`config.mk`:
```
export PLATFORM = sky130hd
export DESIGN_NAME = mux64_shift_add_seq
export DESIGN_NICKNAME = d
export VERILOG_FILES = /design/src/rtl/mux64_shift_add_seq.sv
export SDC_FILE = /design/constraint.sdc
export NUM_CORES = 1
export LEC_CHECK = 0
export CAP_MARGIN = 15
export CORE_MARGIN = 8
export CORE_UTILIZATION = 55
export CTS_CLUSTER_DIAMETER = 80
export DETAILED_ROUTE_END_ITERATION = 12
export PLACE_DENSITY = 0.83
export SLEW_MARGIN = 10
export SYNTH_ARGS = -nofsm -noshare
export SYNTH_HDL_FRONTEND = slang
export SYNTH_SLANG_ARGS = --single-unit
```
`constraint.sdc`:
```
create_clock -name clk -period 7.1 [get_ports clk]
set_clock_uncertainty 0.1 [all_clocks]
set_input_delay 1.775 -clock clk [delete_from_list [all_inputs] [get_ports clk]]
set_output_delay 1.775 -clock clk [all_outputs]
set_load 0.02 [all_outputs]
```
`src/rtl/mux64_shift_add_seq.sv`:
```
// Sequential shift-add multiplier controller: walks a 64:1 bit-select mux across B
// and accumulates A << sel for each selected one, skipping acc_lvl low bits of B.
module mux64_shift_add_seq #(
   parameter int WA = 16
) (
   input  logic             clk,
   input  logic             rst_n,
   input  logic             in_valid,
   output logic             in_ready,
   input  logic [WA-1:0]    a_in,
   input  logic [63:0]      b_in,
   input  logic [5:0]       acc_lvl,
   input  logic             flush,
   output logic [63:0]      mux_a,
   output logic [5:0]       mux_sel,
   input  logic             mux_y,
   output logic             out_valid,
   input  logic             out_ready,
   output logic [WA+63:0]   product
);

   localparam int PW = WA + 64;

   typedef enum logic [1:0] {
      S_IDLE = 2'd0,
      S_RUN  = 2'd1,
      S_DONE = 2'd2
   } state_t;

   state_t          state_q;
   logic [WA-1:0]   a_q;
   logic [63:0]     mux_a_q;
   logic [5:0]      mux_sel_q;
   logic [PW-1:0]   acc_q;
   logic [PW-1:0]   acc_d;
   logic [PW-1:0]   product_q;
   logic            out_valid_q;
   logic [PW-1:0]   a_ext;

   assign a_ext = {{64{1'b0}}, a_q};

   // Accumulator including this cycle's partial product; the shift stays within PW bits.
   always_comb begin
      acc_d = acc_q;
      if (mux_y) begin
         acc_d = acc_q + (a_ext << mux_sel_q);
      end
   end

   always_ff @(posedge clk or negedge rst_n) begin
      if (!rst_n) begin
         state_q     <= S_IDLE;
         a_q         <= '0;
         mux_a_q     <= '0;
         mux_sel_q   <= '0;
         acc_q       <= '0;
         product_q   <= '0;
         out_valid_q <= 1'b0;
      end else if (flush) begin
         state_q     <= S_IDLE;
         mux_sel_q   <= '0;
         acc_q       <= '0;
         out_valid_q <= 1'b0;
      end else begin
         case (state_q)
            S_IDLE: begin
               if (in_valid) begin
                  a_q       <= a_in;
                  mux_a_q   <= b_in;
                  mux_sel_q <= acc_lvl;
                  acc_q     <= '0;
                  state_q   <= S_RUN;
               end
            end
            S_RUN: begin
               acc_q <= acc_d;
               if (mux_sel_q == 6'd63) begin
                  product_q   <= acc_d;
                  out_valid_q <= 1'b1;
                  mux_sel_q   <= '0;
                  state_q     <= S_DONE;
               end else begin
                  mux_sel_q <= mux_sel_q + 6'd1;
               end
            end
            S_DONE: begin
               if (out_ready) begin
                  out_valid_q <= 1'b0;
                  state_q     <= S_IDLE;
               end
            end
            default: begin
               state_q     <= S_IDLE;
               mux_sel_q   <= '0;
               out_valid_q <= 1'b0;
            end
         endcase
      end
   end

   assign in_ready  = (state_q == S_IDLE);
   assign mux_a     = mux_a_q;
   assign mux_sel   = mux_sel_q;
   assign out_valid = out_valid_q;
   assign product   = product_q;

endmodule

```
==> metrics.csv <==
metric,value,unit
status,"finished, final reports clean",
rows,63,
hold_buffers,0,
hold_path_class,flip-flop to flip-flop,
synthTopCellsByCount,"249 x dfrtp_1, 216 x nand2_1, 158 x nor2_1, 158 x o21ai_0, 153 x a21oi_1",
cp.arrival,6.39,ns
rsz0062_at_grt,false,
grt_pass1_wl,90000,um
report.final.hold_viol_count,0,
crit_path_start,mux_sel[0],
fillers,2399,
antenna_found_initial,0,
wl_per_cell,23.6,um
drive_above_1_share,9.48,%
endpoint,acc_q[79],
grt_pass1_vias,15500,
clk_root_buffer_cell,clkbuf_16,
drt_wl_total,57700,um
clkLatencyLatePin,0.57,ns
tightest_slew,1.13,ns
fin_nets,2209,
critPathMaxFanout,18,
crit_chain,buf_4 > mux2i_1 > nor2_1 > a21oi_1 > inv_1 > mux2i_1 > nand2_1 > o21ai_0 > nor2_1 > ha_1 > nand2_1 > nor4_1 > o221ai_2 > a41oi_1 > o211ai_1 > a21oi_1 > o31a_1 > o22ai_1 > a22o_1,
place_area,19200,sq um
period_share,84.9,%
die_width,190,um
synth.distinct_cells,83,
crit_required,7.46,ns
power_leakage,8.83,nW
power.total,4.40,mW
cts_buffer_depth,3,
synth-async-reset-ratio,100,%
ys_seq_area_share,37.6,%
drv_slew,0,
worstSetupPathDepth,19,
start_util,56.0,%
grt_overflow,0,
synth_flop_cell,dfrtp_1,
numCtsBuffers,28,
timing.final.ws_setup,1.07,ns
synth_edf_count,0,
placed_cells,2396,
hold_ws,0.383,ns
crit_type,flip-flop to flip-flop,
io_pins,244,
crit_path_end_kind,flip-flop,
crit_buf_inv,2,
post_cts_buffers,0,
syn_inst,1875,
cts_max_level,1,
drc_errors,0,
cp_slowest_cell,dfrtp_1,
tns,0,ns
ys_warn_count,0,
yosysMostFrequentCell,dfrtp_1,
period_needed,6.03,ns
power.density,218,nW/um^2
clk_pin_slew,0.07,ns
ys_seq_elements,249,
viasPerCell,6.33,
cts_sinks,249,
cap_violations,0,
peakVddDrop,263,uV
coreArea,29600,sq um
die-height,190,um
cts_tree,built,
gp_congestion,1.01,
max_stage_delay,0.65,ns
stdcell_count,2449,
syn_avg_cell_area,8.85,sq um
synth_fp_nets,2048,
postRouteAntennaNets,0,
reg2reg_slack,1.07,ns
fin_util,68.2,%
dp_slack,1.32,ns
drt_iter0_drc,1695,
grtUsageTotal,31.3,%
final-setup-viol-count,0,
fmax,166,MHz
r2r-end,acc_q[79],
netlist_top_cells_area,"dfrtp_1 38%, mux2_2 6.3%, ha_1 6.0%",
num_vias,15500,
dpl.hpwl,42500,um
ctsResizeCount,0,
design_area,20200,sq um
grt_max_degree,151,
die-area,36000,sq um
r2r.worst_path.cells,19,
synth_largest_area_cell,dfrtp_1,
drtPass1Iterations,7,
reg2reg_from,mux_sel[0],
areaGrowthSynthToFinish,21.8,%
slew_headroom,24.9,%
netlist_area,16600,sq um
place.port_buffers,243,
critical_path.startpoint_type,flip-flop,
crit_family,compound AO/OA/AOI/OAI gates,
yosys.area.top_type_share,37.6,%
## flip-flops by register name, summed over array words and instances, names as in the netlist
| register | flops |
|---|---|
| a_q | 16 |
| acc_q | 80 |
| mux_sel | 6 |
| state_q | 2 |
| out_valid | 1 |
| product | 80 |
| mux_a | 64 |
## worst min path at each step
stage / cells after the start / slack [ns] / from / end
final: 2 / 0.38 / product[16] / product[16]
after global routing: 2 / 0.40 / product[32] / product[32]
after CTS: 2 / 0.38 / product[35] / product[35]
after detailed placement: 2 / 0.37 / product[35] / product[35]
after global placement: 2 / 0.36 / product[27] / product[27]
after floorplan: 2 / 0.37 / acc_q[24] / acc_q[24]
## cell usage in the layout, fill, tap and decap left out, types with 30 or more instances in the layout
master | Yosys | final
nor2_1 | 158 | 156
a21o_1 | 45 | 45
a21oi_1 | 153 | 153
mux2_2 | 93 | 93
nand2_1 | 216 | 214
o21ai_0 | 158 | 158
clkdlybuf4s50_1 | 0 | 241
and3_1 | 37 | 37
ha_1 | 80 | 80
xor2_1 | 33 | 33
dfrtp_1 | 249 | 249
nor2b_1 | 30 | 30
nand4_1 | 31 | 31
mux2i_1 | 61 | 61
inv_1 | 31 | 31
xnor2_1 | 45 | 45
## layer usage
layer	GRT usage (%)	vias up	share of wire [%]
met5	2.74	-	0.20
met4	10.9	2	3.8
met3	8.53	155	9.7
met2	51.7	763	47
met1	39.0	7508	40
li1	-	7067	-
## logic make-up (layout without fill, tap and decap cells)
group	after synthesis	count (layout)	synth area share, %
AO/OA/AOI/OAI	573	573	22.0
adder cells (fa/ha/maj)	81	81	6.15
AND/OR/NAND/NOR	578	578	15.9
other	0	1	0
buffers and inverters	158	341	3.79
flip-flops	249	249	37.6
multiplexers	158	158	10.5
XOR/XNOR	78	78	4.12
## final cells by class
type	instances	area, sq um	share of cell area (%)
clock inverters	14	248	1.23
clock buffers	38	778	3.85
multi-input cells	1468	9770	48.4
diodes	1	2.50	0.0124
repair buffers	257	2560	12.7
well taps	390	488	2.42
flip-flops and latches	249	6230	30.8
inverters	32	121	0.601
## power breakdown
| group | switching, mW | internal (mW) |
|---|---|---|
| Sequential | 0.105 | 1.53 |
| Clock | 0.629 | 0.989 |
| Combinational | 0.662 | 0.479 |
## worst reg2reg max path, stage by stage, from the launching register on
cell	delay (ns)
dfrtp_1	0.65
buf_4	0.35
mux2i_1	0.32
nor2_1	0.06
a21oi_1	0.15
inv_1	0.10
mux2i_1	0.51
nand2_1	0.10
o21ai_0	0.30
nor2_1	0.25
ha_1	0.48
nand2_1	0.12
nor4_1	0.47
o221ai_2	0.23
a41oi_1	0.64
o211ai_1	0.25
a21oi_1	0.19
o31a_1	0.27
o22ai_1	0.14
a22o_1	0.26
Note: power is estimated with default switching activity, not from simulation.
